`config.mk`:
```
export PLATFORM = sky130hd
export DESIGN_NAME = load_store_unit_flat
export DESIGN_NICKNAME = d
export VERILOG_FILES = /design/src/rtl/load_store_unit_if.sv /design/src/rtl/load_store_unit.sv /design/src/flat_wrapper.sv
export SDC_FILE = /design/constraint.sdc
export NUM_CORES = 1
export LEC_CHECK = 0
export ABC_AREA = 1
export BUFFER_PORTS_ARGS = -buffer_cell sky130_fd_sc_hd__buf_2
export CORE_UTILIZATION = 35
export DETAILED_ROUTE_END_ITERATION = 6
export PLACE_DENSITY_LB_ADDON = 0.08
export RECOVER_POWER = 25
export SLEW_MARGIN = 25
export SYNTH_ARGS = -nofsm -noshare
export SYNTH_HDL_FRONTEND = slang
export SYNTH_SLANG_ARGS = --single-unit
```
`constraint.sdc`:
```
create_clock -name clk -period 1.5 [get_ports clk]
set_input_delay 0.075 -clock clk [delete_from_list [all_inputs] [get_ports clk]]
set_output_delay 0.075 -clock clk [all_outputs]
set_load 0.03 [all_outputs]
```
`src/rtl/load_store_unit_if.sv`:
```
// CPU request/response, data memory handshake bundle for the load/store unit.
// slave is the unit's view; master is the CPU-plus-memory side.
interface load_store_unit_if;
  logic        req_valid;
  logic        req_ready;
  logic        req_we;
  logic        req_size;
  logic        req_signed;
  logic [15:0] req_addr;
  logic [15:0] req_wdata;
  logic        rsp_valid;
  logic        rsp_ready;
  logic [15:0] rsp_rdata;
  logic        rsp_err;
  logic        mem_wmem;
  logic        mem_memc;
  logic [15:0] mem_addr;
  logic [15:0] mem_din;
  logic [15:0] mem_dout;

  modport slave (
    input  req_valid, req_we, req_size, req_signed, req_addr, req_wdata,
    input  rsp_ready, mem_dout,
    output req_ready, rsp_valid, rsp_rdata, rsp_err,
    output mem_wmem, mem_memc, mem_addr, mem_din
  );

  modport master (
    output req_valid, req_we, req_size, req_signed, req_addr, req_wdata,
    output rsp_ready, mem_dout,
    input  req_ready, rsp_valid, rsp_rdata, rsp_err,
    input  mem_wmem, mem_memc, mem_addr, mem_din
  );
endinterface

```
`src/rtl/load_store_unit.sv`:
```
// Byte/word load-store unit: latency store 2, load 3, fault 1 cycle(s) to rsp_valid.
// Accepts only in IDLE; the response is held until rsp_ready, stalling new requests.
module load_store_unit #(
  parameter int ADDR_LIMIT = 64
) (
  input  logic                    clk,
  input  logic                    rst_n,
  load_store_unit_if.slave        lsu,
  output logic [7:0]              err_count
);

  localparam logic [1:0] S_IDLE    = 2'd0;
  localparam logic [1:0] S_ACCESS  = 2'd1;
  localparam logic [1:0] S_CAPTURE = 2'd2;
  localparam logic [1:0] S_RESP    = 2'd3;

  localparam logic [16:0] LIMIT = 17'(ADDR_LIMIT);

  logic [1:0]  r_state;
  logic        r_we;
  logic        r_size;
  logic        r_signed;
  logic [15:0] r_addr;
  logic [15:0] r_wdata;
  logic [15:0] r_rdata;
  logic        r_err;
  logic [7:0]  r_err_count;

  logic [16:0] w_addr_ext;
  logic [16:0] w_addr_p1;
  logic        w_fault;
  logic [7:0]  w_byte;
  logic [15:0] w_load_data;

  // 17-bit compare so that addr=0xFFFF on a word request cannot wrap to legal.
  assign w_addr_ext = {1'b0, lsu.req_addr};
  assign w_addr_p1  = w_addr_ext + 17'd1;
  assign w_fault    = lsu.req_size ? (lsu.req_addr[0] || (w_addr_p1 >= LIMIT))
                                   : (w_addr_ext >= LIMIT);

  assign w_byte      = lsu.mem_dout[7:0];
  assign w_load_data = r_size   ? lsu.mem_dout :
                       r_signed ? {{8{w_byte[7]}}, w_byte} : {8'h00, w_byte};

  always_ff @(posedge clk or negedge rst_n) begin
    if (!rst_n) begin
      r_state     <= S_IDLE;
      r_we        <= 1'b0;
      r_size      <= 1'b0;
      r_signed    <= 1'b0;
      r_addr      <= 16'h0000;
      r_wdata     <= 16'h0000;
      r_rdata     <= 16'h0000;
      r_err       <= 1'b0;
      r_err_count <= 8'h00;
    end else begin
      case (r_state)
        S_IDLE: begin
          if (lsu.req_valid) begin
            r_we     <= lsu.req_we;
            r_size   <= lsu.req_size;
            r_signed <= lsu.req_signed;
            r_addr   <= lsu.req_addr;
            r_wdata  <= lsu.req_wdata;
            r_rdata  <= 16'h0000;
            r_err    <= w_fault;
            if (w_fault) begin
              r_state <= S_RESP;
              if (r_err_count != 8'hFF) r_err_count <= r_err_count + 8'd1;
            end else begin
              r_state <= S_ACCESS;
            end
          end
        end
        S_ACCESS:  r_state <= r_we ? S_RESP : S_CAPTURE;
        S_CAPTURE: begin
          r_rdata <= w_load_data;
          r_state <= S_RESP;
        end
        S_RESP:    if (lsu.rsp_ready) r_state <= S_IDLE;
        default:   r_state <= S_IDLE;
      endcase
    end
  end

  // Write strobe decoded from state so an asynchronous reset removes it at once.
  assign lsu.mem_wmem  = (r_state == S_ACCESS) && r_we;
  assign lsu.mem_memc  = r_size;
  assign lsu.mem_addr  = r_addr;
  assign lsu.mem_din   = r_size ? r_wdata : {8'h00, r_wdata[7:0]};

  assign lsu.req_ready = (r_state == S_IDLE);
  assign lsu.rsp_valid = (r_state == S_RESP);
  assign lsu.rsp_rdata = r_rdata;
  assign lsu.rsp_err   = r_err;
  assign err_count     = r_err_count;

endmodule

```
`src/flat_wrapper.sv`:
```
// flat-port wrapper written by rule: the top's interface ports become plain ports
module load_store_unit_flat 
#(
  parameter int ADDR_LIMIT = 64
)
  (clk, rst_n, err_count, lsu_req_valid, lsu_req_we, lsu_req_size, lsu_req_signed, lsu_req_addr, lsu_req_wdata, lsu_rsp_ready, lsu_mem_dout, lsu_req_ready, lsu_rsp_valid, lsu_rsp_rdata, lsu_rsp_err, lsu_mem_wmem, lsu_mem_memc, lsu_mem_addr, lsu_mem_din);
  load_store_unit_if lsu_i ();
  input  logic clk;
  input  logic rst_n;
  output logic [7:0] err_count;
  input wire logic [$bits(lsu_i.req_valid)-1:0] lsu_req_valid;
  input wire logic [$bits(lsu_i.req_we)-1:0] lsu_req_we;
  input wire logic [$bits(lsu_i.req_size)-1:0] lsu_req_size;
  input wire logic [$bits(lsu_i.req_signed)-1:0] lsu_req_signed;
  input wire logic [$bits(lsu_i.req_addr)-1:0] lsu_req_addr;
  input wire logic [$bits(lsu_i.req_wdata)-1:0] lsu_req_wdata;
  input wire logic [$bits(lsu_i.rsp_ready)-1:0] lsu_rsp_ready;
  input wire logic [$bits(lsu_i.mem_dout)-1:0] lsu_mem_dout;
  output wire logic [$bits(lsu_i.req_ready)-1:0] lsu_req_ready;
  output wire logic [$bits(lsu_i.rsp_valid)-1:0] lsu_rsp_valid;
  output wire logic [$bits(lsu_i.rsp_rdata)-1:0] lsu_rsp_rdata;
  output wire logic [$bits(lsu_i.rsp_err)-1:0] lsu_rsp_err;
  output wire logic [$bits(lsu_i.mem_wmem)-1:0] lsu_mem_wmem;
  output wire logic [$bits(lsu_i.mem_memc)-1:0] lsu_mem_memc;
  output wire logic [$bits(lsu_i.mem_addr)-1:0] lsu_mem_addr;
  output wire logic [$bits(lsu_i.mem_din)-1:0] lsu_mem_din;
  assign lsu_i.req_valid = lsu_req_valid;
  assign lsu_i.req_we = lsu_req_we;
  assign lsu_i.req_size = lsu_req_size;
  assign lsu_i.req_signed = lsu_req_signed;
  assign lsu_i.req_addr = lsu_req_addr;
  assign lsu_i.req_wdata = lsu_req_wdata;
  assign lsu_i.rsp_ready = lsu_rsp_ready;
  assign lsu_i.mem_dout = lsu_mem_dout;
  assign lsu_req_ready = lsu_i.req_ready;
  assign lsu_rsp_valid = lsu_i.rsp_valid;
  assign lsu_rsp_rdata = lsu_i.rsp_rdata;
  assign lsu_rsp_err = lsu_i.rsp_err;
  assign lsu_mem_wmem = lsu_i.mem_wmem;
  assign lsu_mem_memc = lsu_i.mem_memc;
  assign lsu_mem_addr = lsu_i.mem_addr;
  assign lsu_mem_din = lsu_i.mem_din;
  load_store_unit #(.ADDR_LIMIT(ADDR_LIMIT)) u_core (.clk(clk), .rst_n(rst_n), .lsu(lsu_i), .err_count(err_count));
endmodule
```
; After elaboration in Yosys (flattened, before gate mapping)
; Cells that the tools add are included.
; Widths: inputs -> output; s select.
[totals]
reg_bits = 62
inputBits = 55
out_inout_bits = 61
elab_cells = 38
[op_classes]
add_sub_neg = 2
magnitude_cmp = 2
eq_ne = 6
muxes = 11
n_reduce_logical = 8
[op_table]
columns = operator, count
row1 = $mux 16, 4
row2 = $pmux 16 s2, 1
row3 = $add 16x1->17 const B, 1
row4 = $ge 17x7->1 const B, 1
row5 = $ge 16x7->1 const B, 1
row6 = $add 8x1->8 const B, 1
row7 = $ne 8x8->1 const B, 1
row8 = $pmux 2 s4, 1
row9 = $mux 2, 3
row10 = $reduce_and 2->1, 3
row11 = $eq 2x2->1 const B, 2
row12 = $ne 2x2->1 const B, 2
row13 = $reduce_and 4->1, 1
row14 = $eq 2x1->1 const B, 1
row15 = $logic_not 2->1, 1
row16 = $mux 1, 2
row17 = $reduce_bool 2->1, 1
row18 = $logic_and 1x1->1, 1
row19 = $logic_or 1x1->1, 1

; Longest topological paths before layout
; Gate-level depths: netlist (run 1).
[depth]
word_depth = 7
mapped_depth = 12
mapped_depth_nobuf = 12

; Least setup slack after synthesis (run 1)
; OpenSTA, ideal clock, no wires.
[synth_path]
path_type = register to register
from = register u_core.r_state[0]
to = register u_core.r_rdata[10] (netlist: u_core.lsu.rsp_rdata[10])
setup_ps = 130
arrival_ps = 1701
required_ps = 1370
setup_slack_ps = -331
stages_incl_launch_ff = 8
path_buffers = 2
period_less_slack_ps = 1831
path_cell_list = dfrtp_1 inv_1 ha_1 nand2_1 buf_2 o21ai_0 clkbuf_1 o21ai_0
[synth_between]
elab_chain_len = 3
word_cells_on_any_way = 6
cone_classes = eq/ne (2) / mux (1) / reduce/logical (3)
[synth_rtl]
columns = item, line
row1 = "start, declared", load_store_unit.sv:19  ; logic [1:0] r_state;
row2 = "start signal, assigned", load_store_unit.sv:75  ; S_ACCESS: r_state <= r_we ? S_RESP : S_CAPTURE;
row3 = $logic_not 2->1 (*), -
row4 = net lsu_req_ready, flat_wrapper.sv:19  ; output wire logic [$bits(lsu_i.req_ready)-1:0] lsu_req_ready;
row5 = $ne 2x2->1 (no source line) / $reduce_bool 2->1 (equally long branches), -
row6 = $reduce_and 2->1 (no source line), -
row7 = "end signal, assigned", load_store_unit.sv:77  ; r_rdata <= w_load_data;
row8 = "end, declared", load_store_unit.sv:25  ; logic [15:0] r_rdata;
; Mark *: on every way through the listed nets, which the timed path passes. The rest lies on a longest branch.
; A chain may end at the register's enable or synchronous reset.

; Final worst setup path (run 1)
[layout_path]
from = register u_core.r_state[1]
to = register u_core.r_wdata[1]
[layout_between]
elab_chain_len = 2
[layout_rtl]
columns = item, line
row1 = $logic_not 2->1, load_store_unit.sv:57  ; case (r_state)
row2 = $reduce_and 2->1 (no source line), -
row3 = "end signal, assigned", load_store_unit.sv:64  ; r_wdata <= lsu.req_wdata;
row4 = "end, declared", load_store_unit.sv:24  ; logic [15:0] r_wdata;
; No other way between the ends.

==> results of run 1 <==
[registers in the layout, summed over array words and instances, names as in the netlist]
name and count:
u_core.lsu.rsp_err 1, u_core.lsu.rsp_rdata 16, u_core.lsu.mem_addr 16, u_core.lsu.mem_memc 1
u_core.r_we 1, u_core.r_wdata 16, u_core.r_state 2, u_core.r_signed 1
u_core.err_count 8
[power groups by stage]
stage | registers (W) | logic (W) | clock network (W)
floorplan | 0.00378 | 0.00215 | 0
global placement | 0.00287 | 0.00414 | 0
detailed placement | 0.00291 | 0.00418 | 0
CTS | 0.00288 | 0.00427 | 0.00153
global route | 0.00298 | 0.00474 | 0.00162
finish | 0.00287 | 0.00430 | 0.00147
[Yosys cell counts (5+ instances only)]
cell type	count
nand2_1	70
dfrtp_1	62
inv_1	50
o21ai_0	37
mux2_2	25
nor2_1	16
nand4_1	14
nand3_1	11
buf_4	8
ha_1	5
nand2_2	5
[cells by family after synthesis]
| family | share of synthesized area [%] |
|---|---|
| mux | 9.165 |
| buf+inv | 9.328 |
| flops | 50.51 |
| fa+ha+maj | 2.037 |
| simple gates | 19.35 |
| compound gates | 7.658 |
| xor+xnor | 1.955 |
[per-layer routing]
metal / share of wire (%) / track usage [%]
met1: 46 / 23.07
met2: 47 / 27.62
met3: 6.3 / 5.024
met4: 0.89 / 4.851
met5: 0 / 0
[area by class of cell]
type	count	area [sq um]	share of cell area (%)
timing repair buffer	166	1087	24.38
clock buffer	9	123.9	2.778
multi-input combinational	205	1296	29.07
clock inverter	7	75.07	1.684
inverter	51	191.4	4.293
tap	105	131.4	2.946
sequential	62	1554	34.85
[what timing repair did]
action / 4_1_cts / 5_1_grt
hold buffers: 38 / 1
setup endpoints to repair: 1 / 26
setup buffers: 0 / 4
resized for setup: 1 / 14
hold endpoints to repair: 99 / 1
pin swaps: 0 / 3
[metrics by stage]
stage / util [%] / TNS [ps] / area, sq um / std cells
floorplan: - / -245.7 / 3118 / 334
global placement: 45.81 / 0 / 3821 / 546
detailed placement: 45.81 / -6.681 / 3821 / 546
CTS: 52.79 / 0 / 4403 / 600
global route: 53.47 / -12.40 / 4459 / 605
finish: 53.47 / 0 / 4459 / 605
[path summary, 6_finish.rpt]
kind,slack (ps),cells after the start,from,to
max in group asynchronous,390,3,rst_n,u_core.err_count[0]$_DFFE_PN0P_
min,9,2,lsu_req_addr[4],u_core.lsu.mem_addr[4]$_DFFE_PN0P_
max,70,5,u_core.r_state[1]$_DFFE_PN0P_,u_core.r_wdata[1]$_DFFE_PN0P_
min reg2reg,490,2,u_core.lsu.mem_addr[15]$_DFFE_PN0P_,u_core.lsu.mem_addr[15]$_DFFE_PN0P_
min in group asynchronous,480,3,rst_n,u_core.r_wdata[3]$_DFFE_PN0P_
max reg2reg,70,5,u_core.r_state[1]$_DFFE_PN0P_,u_core.r_wdata[1]$_DFFE_PN0P_
==> impl.org, run 1 <==
** Run status
- Result of the run :: finished clean

** Worst setup path
- The slowest stage of the critical path belongs to the cell dfrtp_1.
- Launching element type of the critical path :: flop
- Category of the worst setup path capture point :: flop
- Required time at the endpoint of the critical path :: 1730 ps
- The cell family contributing the most delay on the critical path is flip-flops.
- Traced cell by cell, the critical path runs through inv_2, ha_4, nand2_2, buf_12, mux2_2.
- Data arrives at the worst endpoint at 1660 ps.
- Startpoint-to-endpoint class of the critical path :: reg2reg
- In this run the worst path has a maximum fanout of 18.
- Largest stage delay on the critical path :: 400 ps
- Counting both buffers and inverters, the worst setup path holds a total of 2.

** Die
- Die Outline Area :: 0.009155 sq mm
- From bottom edge to top edge, the die measures 95.68 um.
- Boundary pin count :: 116
- Chip width :: 95.68 um
- Starting utilization of the core area :: 36.83%
- The core region is 0.008341 sq mm.
- After floorplanning, the core was divided into 33 placement rows.

** Worst hold path
- Class of the tightest hold or removal check :: in2reg

** STA
- Crit share post-route :: 95.56%
- Measured against its own limit, the worst slew margin works out to 42.11%.
- Final Critical Period :: 1433 ps
- Hold timing on the final database bottoms out at a slack of 8.896 ps.
- Setup violations remaining at the end of the flow were counted as 0.
- The number of pins with negative max-slew slack in the final report was 0.
- The worst path meets setup with 66.61 ps of slack.
- The clock arrives with 8.127 ps of skew.
- Fmax :: 697.6 MHz
- Slew at the pin closest to its max-slew limit :: 868.3 ps
- The number of hold violations in the final report came to 0.

** Synth
- The share of the Yosys chip area taken by registers is 50.51%.
- Area fraction of the dominant cell type after synthesis :: 50.51%
- The largest total area in the synthesized netlist belongs to dfrtp_1.
- For this run, asynchronously set or reset flops after synthesis account for 100.0%.
- A synthesized cell averages 9.197 sq um.
- Synthesis produced 334 cells.
- Yosys printed 0 warnings.
- The number of different library cells used by synthesis comes to 27.
- Synthesis inferred 62 register bits.
- For this run, the leading register cell type out of synthesis is dfrtp_1.
- Top area cells in the synthesized netlist :: dfrtp_1 51%, mux2_2 9.2%, nand2_1 8.6%, inv_1 6.1%, o21ai_0 6.0%
- The mapped netlist covers 0.003072 sq mm.
- EDFF count, synth :: 0
- The number of nets handed over by synthesis was 394.

** Global route
- The number of global-route vias before repair came to 2593.
- The total overflow left after global routing is 0.
- Maximum number of pins on one net before global-route repair :: 63
- Global-route wire length before repair :: 12140 um
- The number of antenna violations at the first check in global routing came to 0.
- GR Util All Layers :: 17.40%

** Finish
- The filler cells instantiated in the layout total 801.
- For this run, the post-layout net count is 555.
- Commonest non-fill, non-tap cells in the layout :: 114 x buf_2, 68 x nand2_1, 60 x dfrtp_1, 46 x inv_1, 39 x dlygate4sd3_1
- Most frequent standard cell in the layout excluding fill and tap cells :: buf_2
- The repair_antennas step left the layout with diodes totalling 0.
- Fraction of layout instances using a drive strength above 1 :: 39.80%
- Synthesis-to-layout area growth :: 45.17%

** Place
- Setup Slack @ Placement :: -6.681 ps
- At the end of routability-driven placement, the weighted congestion stood at 0.8419.
- In this run the tool buffered the top-level ports with 115 buffer cells.
- HPWL after DPL :: 5206 um

** Routing
- Dividing the detail-routed wire length by the instance count gives 12.38 um.
- The routed design has 7489 um of wire.
- After detailed routing, the number of remaining DRC violations is 0.
- Remaining number of nets flagged by the antenna check after routing :: 0
- Using the TritonRoute via totals, the vias-per-cell ratio works out to 4.507.
- Summing over every cut layer, the via total after detailed routing is 2727.
- The first detailed-routing pass ran for 4 iterations.
- Iter 0 DRT Violations :: 57

** Clock tree
- Sinks on Clock Net :: 62
- After clock tree synthesis, the clock-pin slew on the worst setup and hold paths is 80 ps.
- Clk Tree Root Cell :: clkbuf_8
- For the worst-skew pair, the clock arrives at the later sink with an insertion delay of 340 ps.
- TritonCTS built the clock tree.
- The clock passes through at most 2 buffers.
- Total number of H-tree levels :: 3
- Total CTS buffers :: 9

** Power
- Max IR drop VDD :: 0.7847 mV
- In this run, flip-flops and latches consume 33.2% of the power.
- Post-layout total power :: 0.008650 W
- Clock network fraction of design power :: 17.0%
- In this run switching power makes up 45.06% of total power.
- Combinational power share :: 49.8%
- Pint :: 0.004752 W
- Standby leakage power :: 2.312 nW
- Power per standard cell area :: 1940 mW/mm^2
- The analysis attributes to net switching a power of 0.003898 W.

** Job
- Max-cap violations in this run came to 0.
No activity file was read; power rests on OpenSTA's default activity.
==> run 2: changes to the inputs <==
- BUFFER_PORTS_ARGS: -buffer_cell sky130_fd_sc_hd__buf_2 -> -buffer_cell sky130_fd_sc_hd__clkbuf_2
==> run 2 against run 1 <==
  * Design area fell by 0.79%
  * Power rose by 0.56%
  * Hold slack improved by 4.6 ps
  * Clock skew rose by 1.1 ps
  * Register-to-register slack barely moved
  * Critical path depth did not move
  * Utilization fell by 0.42 points
  * Sequential share of layout area rose by 0.28 points
  * Via count fell by 0.55%
  * Setup slack improved by 11 ps
  * Critical endpoint is now lsu_mem_wmem
==> impl.org, run 2 (synthesis gave the netlist of run 1 again) <==
** Routing
- The number of DRC markers after the initial detailed-route iteration is 49 (-14%).
- Mean routed wirelength per cell :: 12.47 um (+0.74%)
- Detailed-route via count :: 2712 (-0.55%)
- The total detailed-routing wirelength was 7482 um (about the same).
- Number of remaining DRC errors :: 0 (unchanged)
- 1st-pass router iterations :: 4 (unchanged)
- The number of routed nets with antenna violations is 0 (unchanged).
- Vias per Instance :: 4.520 (+0.28%)

** STA
- Final total negative setup slack :: 0 ps (unchanged)
- The post-layout minimum cycle time was 1422 ps (-11.02 ps).
- Final count of negative-setup-slack endpoints :: 0 (unchanged)
- Crit share post-route :: 94.82% (-0.73 points)
- Slew at the pin closest to its max-slew limit :: 857.0 ps (-11.35 ps)
- Setup repair after global routing could not meet its margin everywhere.
- The number of pins with negative max-slew slack in the final report came to 0 (unchanged).
- Fmax :: 703.1 MHz (+0.77%)
- The worst slew margin relative to its limit is 42.87% (+0.76 points).
- Layout Skew :: 9.269 ps (+1.143 ps)
- The number of hold violations in the final report came to 0 (unchanged).

** Die
- The floorplan row count came to 33 (unchanged).
- Starting utilization of the core area :: 36.83% (unchanged)
- Y dimension of the die :: 95.68 um (unchanged)
- Chip width :: 95.68 um (unchanged)
- Die Outline Area :: 0.009155 sq mm (unchanged)
- Core box area :: 0.008341 sq mm (unchanged)
- The number of placed I/O pins came to 116 (unchanged).

** Job
- The number of violations of the max-capacitance limit came to 0 (unchanged).

** Worst setup path
- The depth of the worst register-to-register path was 7 (+2).
- Slowest stage cell on the critical path :: dfrtp_1
- The data arrival time of the critical path came to 1350 ps (-310 ps).
- The required time reported for the critical path endpoint was 1420 ps (-310 ps).
- The highest net fanout along the worst path was 3 (-15).
- The critical path is of the reg2out type.
- The slack of the worst reg-to-reg path is 80 ps (about the same).
- The worst setup path is captured at an output pin.
- Critical R2R Launch :: u_core.r_state[1]$_DFFE_PN0P_
- STA classifies the critical path startpoint as a flop.
- In this run the critical register-to-register path is captured at u_core.lsu.mem_addr[14]$_DFFE_PN0P_.
- Largest stage delay on the critical path :: 400 ps (about the same)
- Critical Path, Cell by Cell :: buf_4, ha_1, nand2_1, inv_1, clkbuf_2

** Clock tree
- The number of sinks driven by the clock tree is 62 (unchanged).
- The count of H-tree levels built during CTS came to 3 (unchanged).
- The number of clock buffers inserted by TritonCTS was 9 (unchanged).
- The clock network latency to the later pin of the worst-skew pair came to 330 ps (about the same).
- CTS clock-pin slew for the worst setup and hold paths :: 70 ps (about the same)
- The maximum clock insertion buffer count is 2 (unchanged).
- Clock tree from TritonCTS :: yes
- Clk Tree Root Cell :: clkbuf_8

** Place
- Placer congestion estimate :: 0.8619 (+2.4%)
- HPWL after DPL :: 5251 um (+0.87%)
- Post-placement cell count :: 546 (unchanged)
- Count of input and output buffers :: 115 (unchanged)

** Global route
- The number of antenna violations at the first check in global routing is 0 (unchanged).
- The number of global-route vias before repair was 2541 (-2.0%).
- The global-route usage over all layers came to 17.30% (-0.096 points).
- Remaining global-route overflow :: 0 (unchanged)
- Global-route wire length before repair :: 12040 um (-0.86%)
- Maximum number of pins on one net before global-route repair :: 63 (unchanged)

** Run status
- Result of the run :: finished clean

** Finish
- Net total in the final layout :: 551 (-0.72%)
- Most frequent standard cell in the layout excluding fill and tap cells :: clkbuf_2
- The fraction of final layout cells with drive strength greater than 1 was 39.19% (-0.61 points).
- The top cell types in the final layout, fill and taps aside, are 115 x clkbuf_2, 68 x nand2_1, 60 x dfrtp_1, 47 x inv_1, 37 x dlygate4sd3_1.
- Antenna cell count :: 0 (unchanged)
- The count of filler cells inserted in the layout is 819 (+2.2%).
- The non-filler instance count after layout was 600 (-0.83%).
- Synthesis-to-layout area growth :: 44.03%

** Worst hold path
- Class of the tightest hold or removal check :: in2reg
- Hold worst-path end :: u_core.lsu.mem_addr[4]$_DFFE_PN0P_
- Hold Crit Depth :: 2 (unchanged)
- Hold Crit Start :: lsu_req_addr[4]

** Power
- The reported leakage power came to 2.304 nW (-0.33%).
- The total power per unit cell area came to 1966 mW/mm^2 (+1.4%).
- Post-layout total power :: 0.008698 W (+0.56%)
- Max IR drop VDD :: 0.6500 mV (-17%)
-- run 2: changes by cell type in the layout (fill, tap and decap cells not counted), moves of 2 or more --
cell           delta
dlygate4sd3_1     -2
clkbuf_2        +115
buf_2           -114
buf_4             -2
clkinv_4          -2
clkbuf_8          +3
clkinvlp_4        -2
-- run 2: stage by stage --
step | worst slack [ps] | utilization (%) | hold WS [ps] | cell area (sq um)
global route | -7.234 | 53.05 | 3.375 | 4424
CTS | 21.26 | 52.78 | 0.4699 | 4402
global placement | 50.63 | 45.81 | 122.0 | 3821
finish | 77.63 | 53.05 | 13.52 | 4424
detailed placement | 3.778 | 45.81 | 125.5 | 3821
floorplan | -25.46 | - | -220.6 | 3118
-- run 2: cell type report --
class	count	area, sq um	share of cell area [%]
flip-flops and latches	62	1554	35.12
multi-input cells	205	1294	29.24
repair buffers	162	1046	23.64
inverters	51	191.4	4.327
clock buffers	12	165.2	3.733
well taps	105	131.4	2.969
clock inverters	3	42.54	0.9615
-- run 2: power by group --
part           total (W)  switching [W]  leakage, nW  internal (W)
Sequential       0.00288       0.000443        0.763       0.00244
Clock            0.00154       0.000650        0.104      0.000892
Combinational    0.00427        0.00278         1.44       0.00150
-- run 2: worst max path at each step --
stage | cells after the start | endpoint | slack [ps] | start
floorplan | 7 | u_core.lsu.rsp_rdata[10]$_DFFE_PN0P_ | -30 | u_core.r_state[1]$_DFFE_PN0P_
global placement | 9 | u_core.err_count[6]$_DFFE_PN0P_ | 50 | u_core.err_count[0]$_DFFE_PN0P_
detailed placement | 9 | u_core.lsu.rsp_rdata[15]$_DFFE_PN0P_ | 4 | u_core.r_state[1]$_DFFE_PN0P_
CTS | 5 | u_core.lsu.mem_addr[4]$_DFFE_PN0P_ | 20 | u_core.r_state[1]$_DFFE_PN0P_
global route | 9 | u_core.lsu.rsp_rdata[13]$_DFFE_PN0P_ | -7 | u_core.r_state[0]$_DFFE_PN0P_
finish | 5 | lsu_mem_wmem | 80 | u_core.r_state[0]$_DFFE_PN0P_
-- run 2: worst max-delay path, delay by kind of cell, from the launching register on --
kind                     cells  cell delay (ps)
buffers and inverters        3              370
flip-flops                   1              400
AND/OR/NAND/NOR              1               60
adder cells (fa/ha/maj)      1              190
-- run 2: per-layer routing --
layer	wire length, um	track usage (%)	vias up
met5	0	0	-
met4	118	7.214	0
met3	401	3.987	10
met2	3375	27.26	82
met1	3587	22.79	1243
li1	-	-	1377
-- run 2: repair_timing --
| action | 4_1_cts | 5_1_grt |
|---|---|---|
| hold buffers | 37 | 0 |
| gates resized for setup | 1 | 9 |
| buffers inserted | 0 | 2 |
| pin swaps | 0 | 3 |
| endpoints found under the hold margin | 98 | 0 |
| gates cloned | 0 | 0 |
| setup endpoints to repair | 2 | 40 |
